## src/rtl/i2s_tdm_tx.sv

```systemverilog
// I2S / left-justified TDM master transmitter.
// Generates SCLK and LRCK from clk_in and serialises one whole frame of
// CHANNELS samples per LRCK period, MSB first, each sample padded with
// zeros to SLOT_WIDTH bits. A one-deep holding buffer decouples the
// upstream handshake from the frame cadence.
//
// state | meaning
// IDLE  | no frame sent yet since reset; pins held low, bit counter at 0
// RUN   | streaming frames back to back; zeros plus underrun pulse when starved
`timescale 1ns/1ps
module i2s_tdm_tx #(
    parameter int SAMPLE_WIDTH = 24,
    parameter int SLOT_WIDTH   = 32,
    parameter int CHANNELS     = 2,
    parameter int CLK_DIV      = 4
) (
    input  logic                             clk_in,
    input  logic                             rst_in,
    input  logic                             mode_in,
    input  logic [CHANNELS*SAMPLE_WIDTH-1:0] pdata_in,
    input  logic                             pvalid_in,
    output logic                             pready_out,
    output logic                             sclk_out,
    output logic                             lrck_out,
    output logic                             sdata_out,
    output logic                             underrun_out
);

    localparam int FRAME_BITS = CHANNELS * SLOT_WIDTH;
    localparam int PAR_W      = CHANNELS * SAMPLE_WIDTH;
    localparam int DIV_W      = $clog2(CLK_DIV);
    localparam int BIT_W      = $clog2(FRAME_BITS);

    localparam logic [DIV_W-1:0] DIV_RISE = DIV_W'(CLK_DIV / 2 - 1);
    localparam logic [DIV_W-1:0] DIV_LAST = DIV_W'(CLK_DIV - 1);
    localparam logic [BIT_W-1:0] BIT_LAST = BIT_W'(FRAME_BITS - 1);
    localparam logic [BIT_W-1:0] BIT_HALF = BIT_W'(FRAME_BITS / 2);

    localparam logic [0:0] IDLE = 1'b0;
    localparam logic [0:0] RUN  = 1'b1;

    logic [DIV_W-1:0]      div_cnt;
    logic                  rise_evt;
    logic                  fall_evt;
    logic [BIT_W-1:0]      bit_cnt;
    logic [BIT_W-1:0]      bit_nxt;
    logic [0:0]            state;
    logic [PAR_W-1:0]      holding;
    logic                  holding_full;
    logic [PAR_W-1:0]      frame_src;
    logic [FRAME_BITS-1:0] padded;
    logic [FRAME_BITS-1:0] shreg;
    logic                  delay_bit;
    logic                  mode_q;
    logic                  mode_eff;
    logic                  frame_start;
    logic                  cur_bit;

    assign rise_evt   = (div_cnt == DIV_RISE);
    assign fall_evt   = (div_cnt == DIV_LAST);
    assign pready_out = ~holding_full;

    // Frame-start detection, next bit index and the bit about to be emitted
    always_comb begin
        frame_start = fall_evt && (((state == IDLE) && holding_full) ||
                                   ((state == RUN) && (bit_cnt == BIT_LAST)));
        bit_nxt     = ((state == IDLE) || (bit_cnt == BIT_LAST)) ? '0 : bit_cnt + 1'b1;
        mode_eff    = frame_start ? mode_in : mode_q;
        cur_bit     = frame_start ? padded[FRAME_BITS-1] : shreg[FRAME_BITS-1];
    end

    // Lay the parallel frame out slot by slot, MSB first, zero padded
    always_comb begin
        frame_src = holding_full ? holding : '0;
        padded    = '0;
        for (int k = 0; k < CHANNELS; k++) begin
            padded[FRAME_BITS-1-k*SLOT_WIDTH -: SAMPLE_WIDTH] =
                frame_src[k*SAMPLE_WIDTH +: SAMPLE_WIDTH];
        end
    end

    // Free-running bit-clock divider; SCLK keeps toggling in every state
    always_ff @(posedge clk_in or posedge rst_in) begin
        if (rst_in) begin
            div_cnt  <= '0;
            sclk_out <= 1'b0;
        end else begin
            div_cnt <= fall_evt ? '0 : div_cnt + 1'b1;
            if (rise_evt) begin
                sclk_out <= 1'b1;
            end else if (fall_evt) begin
                sclk_out <= 1'b0;
            end
        end
    end

    // Holding buffer: a frame start drains it before any same-edge write
    always_ff @(posedge clk_in or posedge rst_in) begin
        if (rst_in) begin
            holding      <= '0;
            holding_full <= 1'b0;
        end else if (frame_start && holding_full) begin
            holding_full <= 1'b0;
        end else if (pvalid_in && pready_out) begin
            holding      <= pdata_in;
            holding_full <= 1'b1;
        end
    end

    // Serialiser and state: everything advances on SCLK falling events only
    always_ff @(posedge clk_in or posedge rst_in) begin
        if (rst_in) begin
            state     <= IDLE;
            bit_cnt   <= '0;
            shreg     <= '0;
            delay_bit <= 1'b0;
            mode_q    <= 1'b0;
            lrck_out  <= 1'b0;
            sdata_out <= 1'b0;
        end else if ((state == RUN) || frame_start) begin
            if (frame_start) begin
                state  <= RUN;
                mode_q <= mode_in;
                shreg  <= padded << 1;
            end else if (fall_evt) begin
                shreg <= shreg << 1;
            end
            if (fall_evt) begin
                bit_cnt   <= bit_nxt;
                lrck_out  <= (bit_nxt >= BIT_HALF);
                delay_bit <= cur_bit;
                sdata_out <= mode_eff ? cur_bit : delay_bit;
            end
        end
    end

    // Underrun pulse: a running stream reached a frame start with nothing queued
    always_ff @(posedge clk_in or posedge rst_in) begin
        if (rst_in) begin
            underrun_out <= 1'b0;
        end else begin
            underrun_out <= frame_start && (state == RUN) && !holding_full;
        end
    end

endmodule

```

## config.mk

```make
export PLATFORM = sky130hd
export DESIGN_NAME = i2s_tdm_tx
export DESIGN_NICKNAME = d
export VERILOG_FILES = /design/src/rtl/i2s_tdm_tx.sv
export SDC_FILE = /design/constraint.sdc
export NUM_CORES = 1
export LEC_CHECK = 0
export CAP_MARGIN = 0
export CORE_ASPECT_RATIO = 0.5
export CORE_MARGIN = 1.5
export CORE_UTILIZATION = 50
export CTS_BUF_LIST = sky130_fd_sc_hd__clkbuf_8 sky130_fd_sc_hd__clkbuf_16
export DETAILED_ROUTE_END_ITERATION = 7
export GPL_TIMING_DRIVEN = 0
export PLACE_DENSITY = 0.83
export SLEW_MARGIN = 15
export SYNTH_ARGS = -nofsm -noshare
export SYNTH_HDL_FRONTEND = slang
export SYNTH_SLANG_ARGS = --single-unit
```

## constraint.sdc

```tcl
create_clock -name clk_in -period 3.21 [get_ports clk_in]
set_input_delay 0.321 -clock clk_in [delete_from_list [all_inputs] [get_ports clk_in]]
set_output_delay 0.321 -clock clk_in [all_outputs]
set_load 0.005 [all_outputs]
```

# Yosys cells after proc, flatten, opt, wreduce, memory -nomap -nowiden
# Cells that the tools add are included.
[op_classes]
n_addsub = 2
n_lt_le_gt_ge = 1
n_eq_ne = 3
mux = 12
bitwise = 3
reduce_logical = 18
[ops]
columns = ["cell", "n"]
rows = [
  ["64-bit 2-to-1 mux", 2],
  ["48-bit 2-to-1 mux", 1],
  ["2-bit AND reduction", 4],
  ["1-bit logical AND", 7],
  ["1-bit 2-to-1 mux", 7],
  ["6-bit by 1-bit adder with 6-bit output, second input constant", 1],
  ["6-bit equality test, second input constant", 1],
  ["6-bit >= comparator, second input constant", 1],
  ["6-bit 2-to-1 mux", 1],
  ["2-bit nonzero test", 3],
  ["1-bit logical OR", 3],
  ["1-bit NOT", 3],
  ["2-bit by 1-bit adder with 2-bit output, second input constant", 1],
  ["2-bit by 1-bit equality test with 1-bit output, second input constant", 1],
  ["2-bit equality test, second input constant", 1],
  ["2-bit 2-to-1 mux", 1],
  ["1-bit logical NOT", 1],
]
[word_totals]
regBits = 128
input_bits = 52
output_inout_bits = 5
elab_cells = 51

# Longest topological paths before layout
# Gate-level depths: netlist of run 1.
[depth]
depth_word = 7
ltp_mapped = 7
mapped_depth_nobuf = 5

# Least setup slack after synthesis of run 1
# Ideal clock, no wire load.
[synth_path]
path_kind = "reg-to-reg"
from = "register div_cnt[0]"
to = "register shreg[22]"
setup_time_ps = 126
arrival_time_ps = 1572
required_ps = 3084
path_slack_ps = 1512
stages_incl_launch_ff = 8
n_path_buf = 3
synth_period_minus_slack_ps = 1698
cell_sequence = "dfrtp_1 -> ha_1 -> buf_6 -> and3_4 -> buf_6 -> clkbuf_1 -> and3_1 -> a221o_1"
[synth_via]
elab_chain_len = 4
elab_cells_between_ends = 6
classes_between = "eq/ne (1); mux (1); reduce/logical (4)"
[synth_lines]
columns = ["item", "line_no", "rtl"]
rows = [
  ["from (decl)", "42", "logic [DIV_W-1:0] div_cnt;"],
  ["from (signal assigned)", "88", "div_cnt <= fall_evt ? '0 : div_cnt + 1'b1;"],
  ["2-bit equality test *", "60", "assign fall_evt = (div_cnt == DIV_LAST);"],
  ["1-bit logical AND", "65", "frame_start = fall_evt && (((state == IDLE) && holding_full) ||"],
  ["2-bit nonzero test (no line) or 1-bit logical OR (tied branches)", "--", ""],
  ["2-bit AND reduction (no line)", "--", ""],
  ["to (signal assigned)", "124", "shreg <= padded << 1;"],
  ["to (signal assigned)", "126", "shreg <= shreg << 1;"],
  ["to (decl)", "52", "logic [FRAME_BITS-1:0] shreg;"],
]
# Mark *: on every way between the ends. The rest lies on a longest branch, timed or not.
# A chain may end at the register's enable or synchronous reset.

# Final worst setup path of run 1
[layout_path]
from = "register div_cnt[0]"
to = "register shreg[46]"
# The elaborated chain is that of the path after synthesis.

==> results of run 1 <==
==> cells in the final DEF (no fill, tap or decap), drive strengths merged <==
cell and count:
o2bb2ai 1, inv 6, a21oi 5, nand3 2
o32ai 1, clkinv 4, mux2 50, bufinv 1
nor2 6, or2 1, xor2 1, or3 1
clkdlybuf4s50 56, clkbuf 25, clkinvlp 4, a21o 1
nand2 11, nor2b 1, dfrtp 119, o21a 1
nor4 1, a31oi 2, ha 4, a221o 47
buf 27, nand4 2, o21ai 5, a22o 13
and2 1, and3 50, mux2i 2, a32o 1
==> through the flow <==
step	utilization [%]	total power [W]
finish	66.53	0.004750
global route	66.53	0.004967
CTS	66.53	0.004775
detailed placement	60.71	0.002974
global placement	60.09	0.002917
floorplan	-	0.002684
==> kinds of logic (layout without fill, tap and decap cells) <==
kind of cell             Yosys count  after routing
flip-flops                       119            119
XOR/XNOR                           1              1
AND/OR/NAND/NOR                   76             76
buffers and inverters             33            123
AO/OA/AOI/OAI                     77             77
adder cells (fa/ha/maj)            4              4
multiplexers                      52             52
==> critical path: stages (launching register included) <==
cell	delay, ps
dfrtp_1	410
ha_1	230
buf_6	150
and3_4	160
buf_6	140
clkbuf_1	200
and3_1	240
a221o_1	270
==> where the power goes <==
| part | leakage (nW) | switching, W | total (W) | internal (W) |
|---|---|---|---|---|
| registers | 1.46 | 0.000252 | 0.00216 | 0.00191 |
| logic | 1.21 | 0.000328 | 0.000814 | 0.000486 |
| clock network | 0.279 | 0.000649 | 0.00178 | 0.00113 |
==> sequential cells by signal (all words and copies together), names as in the netlist <==
signal        count
bit_cnt           6
delay_bit         1
div_cnt           2
holding          48
holding_full      1
lrck_out          1
mode_q            1
sclk_out          1
sdata_out         1
shreg            55
state             1
underrun_out      1
==> worst max path at each step <==
| stage | end | depth (start not counted) | from |
|---|---|---|---|
| after global routing | shreg[45] | 7 | div_cnt[0] |
| after global placement | holding[47] | 2 | rst_in |
| after CTS | shreg[46] | 7 | div_cnt[0] |
| after floorplan | bit_cnt[0] | 1 | rst_in |
| final | shreg[46] | 7 | div_cnt[0] |
| after detailed placement | holding[45] | 5 | pvalid_in |
==> area by class of cell <==
cell class	count	area, um2	area share (%)
plain buffers	28	235.2	3.670
clock buffers	21	480.5	7.496
clock inverters	10	80.08	1.249
inverters	5	22.52	0.3514
multi-input cells	210	1824	28.46
flip-flops and latches	119	2978	46.46
well taps	135	168.9	2.635
repair buffers	59	620.6	9.682
==> per-layer routing <==
metal	routed length, um	part of all wire (%)	global-route usage (%)	up-vias
li1	-	-	-	1539
met1	4889	46	28.51	1718
met2	5178	49	35.03	73
met3	367	3.4	4.969	21
met4	219	2.1	13.15	0
met5	0	0	0	-
==> results.py, run 1 <==
metrics = {
    "routing": {
        "initialDrtViolationCount": 227,
        "first_pass_iters": 4,
        "routed_wl_mm": 10.65,
        "ant_nets": 0,
        "routed_via_density": 5.709,
        "vias": 3351,
        "route.detailed.wl_per_inst_um": 18.15,
        "post-route-drc-count": 0,
    },
    "synth": {
        "synth_fa_ha_area_share_pct": 0.9899,
        "syn_area_um2": 5056,
        "synthXorXnorAreaFrac_pct": 0.1732,
        "yosysTopAreaCellShare_pct": 58.90,
        "synth_ff_type": "dfrtp_1",
        "synth-seq-cells": 119,
        "synth-compound-area-share_pct": 14.13,
        "synth_most_common_cell": "dfrtp_1",
        "synth_cells": 362,
        "synthSimpleGateAreaFrac_pct": 9.255,
        "seq_area_frac_synth_pct": 58.90,
        "synth_top_family_by_area": "compound AO/OA/AOI/OAI gates",
        "synth_top_area_cell": "dfrtp_1",
        "synthArstFlopShare_pct": 100.0,
        "ys_types": 39,
        "yosysWarnings": 0,
        "synth_edf_count": 0,
        "synth_fp_nets": 418,
        "synthTopCellsByArea": "dfrtp_1 (59%), mux2_2 (11%), a221o_1 (9.3%)",
        "synth_mux_area_share_pct": 11.53,
        "synth_area_per_cell_um2": 13.97,
        "yosys-top-cells-count": "dfrtp_1 (119), mux2_2 (50), and3_1 (49)",
    },
    "power_and_ir_drop": {
        "ir_drop_v": 0.0004030,
        "p_per_area_nw_per_um2": 741.0,
        "p_leak_nw": 2.951,
    },
    "setup_path": {
        "crit_path_end_kind": "flip-flop",
        "cp.arrival_ps": 2210,
        "rr_worst_depth": 7,
        "cp.required_ps": 3500,
        "r2r_end": "shreg[46]",
        "r2r_setup_slack_ps": 1280,
        "cp-start-kind": "flip-flop",
        "worstSetupPathType": "flip-flop to flip-flop",
        "r2r-start": "div_cnt[0]",
        "worst-path-max-fanout": 10,
    },
    "sta": {
        "setup_viol": 0,
        "hold_ws_ps": 348.2,
        "drv_slew": 0,
        "finalHoldViolCount": 0,
        "rsz0062_at_grt": "false",
        "slew_headroom_pct": 56.70,
        "max_freq_mhz": 519.2,
        "min_period_over_period_pct": 60.00,
        "layout_setup_ws_ps": 1284,
        "tightest_slew_ps": 648.1,
        "tns_ps": 0,
        "finClkSkew_ps": 8.402,
        "final.min_clock_period_ps": 1926,
    },
    "floorplan": {
        "die_w_um": 145.2,
        "coreArea_um2": 9634,
        "initial_utilization_pct": 52.48,
        "die_y_um": 74.11,
        "dieArea_um2": 10760,
        "io_pins": 57,
        "rows": 25,
    },
    "clock_network": {
        "clk_pin_slew_worst_paths_ps": 50,
        "cts_tree": "built",
        "post_cts_resized": 0,
        "cts.sinks": 119,
        "cts_made_buffers": 17,
        "cts_setup_buffers": 0,
        "clock_latency_ps": 420,
        "clk_root_buffer_cell": "clkbuf_16",
        "htreeDepth": 4,
        "clock_path_buffers": 2,
        "cts_hold_buf": 0,
    },
    "final_layout": {
        "final_cells": 587,
        "layout-drive-gt1-share_pct": 26.11,
        "fill_cells": 713,
        "antenna_cells": 0,
        "nNetsFinal": 496,
        "final_area_um2": 6410,
        "areaGrowthSynthToFinish_pct": 26.78,
    },
    "placement": {
        "placedCellCount": 556,
        "hpwl_mm": 6.809,
        "place_area_um2": 5849,
        "dp_worst_setup_slack_ps": 1129,
        "io_buffers": 56,
        "gp_congestion": 0.7695,
    },
    "global_routing": {
        "grt_max_degree": 34,
        "grt_pass1_wl_mm": 18.06,
        "antenna_found_initial": 0,
        "grt-ovfl-total": 0,
        "track_usage_pct": 22.01,
        "grt_pass1_vias": 3534,
    },
    "run_status": {
        "status": "finished, final reports clean",
    },
    "flow_run": {
        "maxCapViolations": 0,
    },
    "min_path": {
        "hp-class": "primary input to asynchronous set/reset pin",
    },
}
Power figures use the tool's default switching activity.
==> run 2: changes to the inputs <==
==> constraint.sdc (replaced) <==
create_clock -name clk_in -period 1.71 [get_ports clk_in]
set_input_delay 0.171 -clock clk_in [delete_from_list [all_inputs] [get_ports clk_in]]
set_output_delay 0.171 -clock clk_in [all_outputs]
set_load 0.005 [all_outputs]
==> run 2 against run 1 <==
  * The run now ends with setup timing left
  * Combinational power increased by 110%
  * Sequential power grew 90%
  * Routed wire length grew 14%
  * Cell count grew 1.7%
  * Register-to-register slack got worse by 1300 ps
  * Non-clock buffer count increased by 10
  * Highest routed layer unchanged
==> results.py, run 2 (synthesis gave the netlist of run 1 again) <==
metrics = {
    "run_status": {
        "status": "finished, violations left",
        "violations": "setup timing",
    },
    "global_routing": {
        "grt-ovfl-total": 0,
        "track_usage_pct": 23.01,
        "met2_usage_pct": 37.94,
        "grt_max_degree": 34,
        "globalRouteMet1Util_pct": 28.94,
        "top_usage_layer": "met2",
        "grt_pass1_vias": 3637,
        "grt_pass1_wl_mm": 18.85,
        "grtUsageMet3_pct": 5.276,
        "antenna_found_initial": 0,
    },
    "floorplan": {
        "initial_utilization_pct": 52.48,
        "coreArea_um2": 9634,
        "io_pins": 57,
        "die_w_um": 145.2,
        "die_y_um": 74.11,
        "rows": 25,
        "dieArea_um2": 10760,
    },
    "power_and_ir_drop": {
        "p_per_area_nw_per_um2": 1372,
        "comb_power_share_pct": 18.6,
        "p_sw_w": 0.002493,
        "power_frac_clock_pct": 36.8,
        "p_int_w": 0.006702,
        "p_sw_share_pct": 27.11,
        "ir_drop_v": 0.0008693,
        "seqPwrFrac_pct": 44.6,
        "p_leak_nw": 2.999,
    },
    "placement": {
        "placedCellCount": 556,
        "io_buffers": 56,
        "dp_worst_setup_slack_ps": -220.7,
        "gp_congestion": 0.7695,
        "hpwl_mm": 6.809,
        "place_area_um2": 5849,
    },
    "routing": {
        "first_pass_iters": 5,
        "initialDrtViolationCount": 198,
        "routed_wl_mm": 12.16,
        "route.detailed.wl_per_inst_um": 20.37,
        "post-route-drc-count": 0,
        "vias": 3536,
        "routed_via_density": 5.923,
        "ant_nets": 0,
    },
    "sta": {
        "layout_setup_ws_ps": -50.17,
        "tns_ps": -824.4,
        "setup_viol": 30,
        "max_freq_mhz": 568.1,
        "min_period_over_period_pct": 102.9,
        "finalHoldViolCount": 0,
        "slew_headroom_pct": 56.63,
        "final.min_clock_period_ps": 1760,
        "rsz0062_at_grt": "true",
        "finClkSkew_ps": 9.022,
        "tightest_slew_ps": 649.2,
        "drv_slew": 0,
        "hold_ws_ps": 193.3,
    },
    "final_layout": {
        "layout-drive-gt1-share_pct": 34.20,
        "final_area_um2": 6701,
        "regMostFlops": "shreg",
        "nNetsFinal": 506,
        "largest_reg_flops": 55,
        "mostFrequentLayoutCell": "dfrtp_1",
        "antenna_cells": 0,
        "layout_common_cells": "dfrtp_1 (116), clkdlybuf4s50_1 (55), mux2_2 (50)",
        "final_cells": 597,
        "areaGrowthSynthToFinish_pct": 32.54,
        "top_regs": "shreg x55, holding x48, bit_cnt x6",
    },
    "setup_path": {
        "rr_worst_depth": 7,
        "r2r_setup_slack_ps": -50,
        "worst-path-max-fanout": 10,
        "cp-start-kind": "flip-flop",
        "r2r_end": "shreg[22]",
        "cp.arrival_ps": 2050,
        "cp.required_ps": 2000,
        "crit_path_end_kind": "flip-flop",
        "r2r-start": "div_cnt[0]",
        "worstSetupPathType": "flip-flop to flip-flop",
    },
    "clock_network": {
        "clock_path_buffers": 2,
        "clk_pin_slew_worst_paths_ps": 60,
        "cts.sinks": 119,
        "clk_root_buffer_cell": "clkbuf_16",
        "cts_made_buffers": 17,
        "htreeDepth": 4,
        "clock_latency_ps": 430,
        "cts_tree": "built",
        "cts_hold_buf": 0,
    },
    "min_path": {
        "hp-class": "primary input to asynchronous set/reset pin",
    },
    "flow_run": {
        "maxCapViolations": 0,
    },
}
-- run 2: through the flow --
step	util [%]	power [W]
2_1_floorplan	-	0.005038
3_3_place_gp	60.09	0.005475
5_1_grt	69.56	0.009553
3_5_place_dp	60.71	0.005582
6_report	69.56	0.009194
4_1_cts	68.08	0.008996
-- run 2: power by group through the flow --
stage	combinational (W)	sequential, W	clock (W)
after global placement	0.00144	0.00404	0
after detailed placement	0.00153	0.00405	0
after floorplan	0.00113	0.00391	0
after global routing	0.00185	0.00418	0.00352
after CTS	0.00157	0.00405	0.00338
final	0.00171	0.00410	0.00338
-- run 2: worst max-delay path, stage by stage (launching register included) --
cell     delay, ps
dfrtp_2        450
ha_4           180
buf_6          120
and3_4         160
buf_8          140
buf_8          130
and3_4         160
a221o_1        270
-- run 2: final cells by class --
class                   instances  area (um2)
plain buffers                  28       276.5
clock buffers                  21       480.5
clock inverters                10       80.08
fillers                       648        2933
inverters                       5       22.52
multi-input cells             210        1968
flip-flops and latches        119        2982
well taps                     135       168.9
repair buffers                 69       723.2
-- run 2: how the worst max path moves through the flow --
stage               startpoint          end  cells after the start
global placement        rst_in  holding[47]                      2
global route        div_cnt[0]    shreg[52]                      7
CTS                 div_cnt[1]    shreg[22]                      7
finish              div_cnt[0]    shreg[22]                      7
floorplan           div_cnt[0]    shreg[41]                      7
detailed placement   pvalid_in  holding[45]                      5
-- run 2: routing by layer --
| layer | part of all wire [%] | wire length [um] | vias up |
|---|---|---|---|
| li1 | - | - | 1566 |
| met4 | 3.2 | 395 | 0 |
| met1 | 43 | 5219 | 1814 |
| met5 | 0 | 0 | - |
| met3 | 4.9 | 596 | 34 |
| met2 | 49 | 5950 | 122 |
-- run 2: repair_timing --
action,in CTS,in global routing
pin swaps,6,10
buffers inserted,4,4
gates cloned,2,0
resized for setup,21,30
endpoints found under the setup margin,63,67
==> run 3: changes to the inputs <==
--- a/config.mk
+++ b/config.mk
@@ -8,11 +8,11 @@
 export CAP_MARGIN = 0
 export CORE_ASPECT_RATIO = 0.5
 export CORE_MARGIN = 1.5
-export CORE_UTILIZATION = 50
+export CORE_UTILIZATION = 40
 export CTS_BUF_LIST = sky130_fd_sc_hd__clkbuf_8 sky130_fd_sc_hd__clkbuf_16
 export DETAILED_ROUTE_END_ITERATION = 7
 export GPL_TIMING_DRIVEN = 0
-export PLACE_DENSITY = 0.83
+export PLACE_DENSITY = 0.7
 export SLEW_MARGIN = 15
 export SYNTH_ARGS = -nofsm -noshare
 export SYNTH_HDL_FRONTEND = slang
==> run 3 against run 2 <==
  * The run still ends with setup timing left
  * Clock-buffer cell count decreased by 1
  * Global-route usage decreased by 6.3 points
  * Combinational power hardly changed
  * Clock power up 6%
  * Non-clock buffer count is 3 higher
  * Via count shrank 4.6%
  * Highest routed layer unchanged
  * Cell area grew 1.5%
  * Hold slack worse by 69 ps
  * Sequential share of layout area decreased by 0.72 points
  * Sequential power decreased by 1%
  * Maximum frequency increased by 2.7%
  * Utilization decreased by 13 points
==> results.py, run 3 (synthesis gave the netlist of run 1 again) <==
metrics = {
    "setup_path": {
        "rr_worst_depth": 7,
        "cp.required_ps": 2000,
        "crit_path_end_kind": "flip-flop",
        "r2r_end": "shreg[62]",
        "worstSetupPathType": "flip-flop to flip-flop",
        "r2r-start": "div_cnt[1]",
        "worst-path-max-fanout": 9,
        "cp-start-kind": "flip-flop",
        "cp.arrival_ps": 2000,
        "r2r_setup_slack_ps": -4,
    },
    "sta": {
        "finClkSkew_ps": 5.471,
        "min_period_over_period_pct": 100.2,
        "final.min_clock_period_ps": 1714,
        "tns_ps": -6.736,
        "setup_viol": 3,
        "finalHoldViolCount": 0,
        "drv_slew": 0,
        "max_freq_mhz": 583.5,
        "layout_setup_ws_ps": -3.828,
        "slew_headroom_pct": 69.74,
        "rsz0062_at_grt": "true",
        "tightest_slew_ps": 452.9,
    },
    "placement": {
        "io_buffers": 56,
        "gp_congestion": 0.7977,
        "hpwl_mm": 6.830,
        "dp_worst_setup_slack_ps": -242.6,
    },
    "run_status": {
        "violations": "setup timing",
        "status": "finished, violations left",
    },
    "floorplan": {
        "initial_utilization_pct": 41.95,
        "rows": 28,
        "die_w_um": 162,
        "die_y_um": 82.50,
        "dieArea_um2": 13370,
        "coreArea_um2": 12050,
        "io_pins": 57,
    },
    "global_routing": {
        "globalRouteMet1Util_pct": 23.24,
        "grt-ovfl-total": 0,
        "met2_usage_pct": 25.02,
        "grt_max_degree": 32,
        "top_usage_layer": "met2",
        "grt_pass1_vias": 3390,
        "grtUsageMet3_pct": 4.745,
        "antenna_found_initial": 0,
        "grt_pass1_wl_mm": 17.04,
        "track_usage_pct": 16.72,
    },
    "power_and_ir_drop": {
        "p_per_area_nw_per_um2": 1377,
        "p_leak_nw": 3.068,
        "ir_drop_v": 0.0007648,
    },
    "final_layout": {
        "largest_reg_flops": 55,
        "layout_common_cells": "dfrtp_1 (118), clkdlybuf4s50_1 (55), mux2_2 (50)",
        "fill_cells": 964,
        "layout-drive-gt1-share_pct": 34.26,
        "seq_area_um2": 2979,
        "regMostFlops": "shreg",
        "areaGrowthSynthToFinish_pct": 34.60,
        "mostFrequentLayoutCell": "dfrtp_1",
        "nNetsFinal": 510,
        "top_regs": "shreg x55, holding x48, bit_cnt x6",
        "multi_input_area_um2": 1961,
        "antenna_cells": 0,
    },
    "routing": {
        "routed_wl_mm": 10.23,
        "post-route-drc-count": 0,
        "first_pass_iters": 4,
        "routed_via_density": 5.335,
        "initialDrtViolationCount": 239,
        "ant_nets": 0,
        "route.detailed.wl_per_inst_um": 16.18,
        "vias": 3372,
    },
    "clock_network": {
        "cts_tree": "built",
        "clk_pin_slew_worst_paths_ps": 50,
        "cts.sinks": 119,
        "clock_latency_ps": 410,
        "htreeDepth": 4,
        "clk_root_buffer_cell": "clkbuf_16",
        "cts_hold_buf": 0,
        "cts_made_buffers": 17,
        "clock_path_buffers": 2,
    },
    "min_path": {
        "hp-class": "primary input to asynchronous set/reset pin",
    },
    "flow_run": {
        "maxCapViolations": 0,
    },
}
[run 3: cell type report]
| cell class | count | share of cell area (%) |
|---|---|---|
| buffer | 28 | 4.137 |
| clock buffer | 20 | 6.858 |
| clock inverter | 12 | 1.967 |
| inverter | 5 | 0.3309 |
| multi-input combinational | 211 | 28.81 |
| sequential | 119 | 43.78 |
| tap | 165 | 3.034 |
| timing repair buffer | 72 | 11.09 |
[run 3: critical path, stage by stage (launching register included)]
cell and delay [ps]:
dfrtp_1 400, ha_2 200, buf_6 120, and3_4 150, buf_8 150, buf_4 140
and3_1 170, a221o_1 260
[run 3: how the worst max path moves through the flow]
stage	startpoint	end	cells after the start
4_1_cts	div_cnt[0]	shreg[42]	7
6_report	div_cnt[1]	shreg[62]	7
5_1_grt	div_cnt[1]	shreg[46]	7
2_1_floorplan	div_cnt[0]	shreg[41]	7
3_5_place_dp	pvalid_in	holding[42]	5
3_3_place_gp	rst_in	holding[47]	2
[run 3: per-layer routing]
layer | share of wire (%) | up-vias
li1 | - | 1583
met1 | 50 | 1715
met2 | 45 | 58
met3 | 3.4 | 16
met4 | 1.6 | 0
met5 | 0 | -
[run 3: what timing repair did]
item / 4_1_cts / 5_1_grt
buffers inserted: 5 / 5
pin swaps: 1 / 5
gates resized for setup: 18 / 32
setup endpoints to repair: 62 / 67
cloned: 1 / 2
[run 3: report_power, final]
| group | total [W] | switching [W] | internal (W) |
|---|---|---|---|
| Sequential | 0.00405 | 0.000470 | 0.00358 |
| Clock | 0.00358 | 0.00121 | 0.00237 |
| Combinational | 0.00174 | 0.000680 | 0.00106 |
[run 3: metrics by stage]
stage / total power (W) / util, % / hold WS (ps) / area, um2 / instances
after global placement: 0.005500 / 48.35 / 464.2 / 5827 / 583
final: 0.009368 / 56.47 / 124.2 / 6805 / 632
after global routing: 0.009840 / 56.47 / 164.9 / 6805 / 632
after detailed placement: 0.005580 / 49.08 / 467.1 / 5914 / 587
after CTS: 0.009247 / 55.01 / 125.5 / 6630 / 625
after floorplan: 0.005038 / - / 322.6 / 5060 / 362
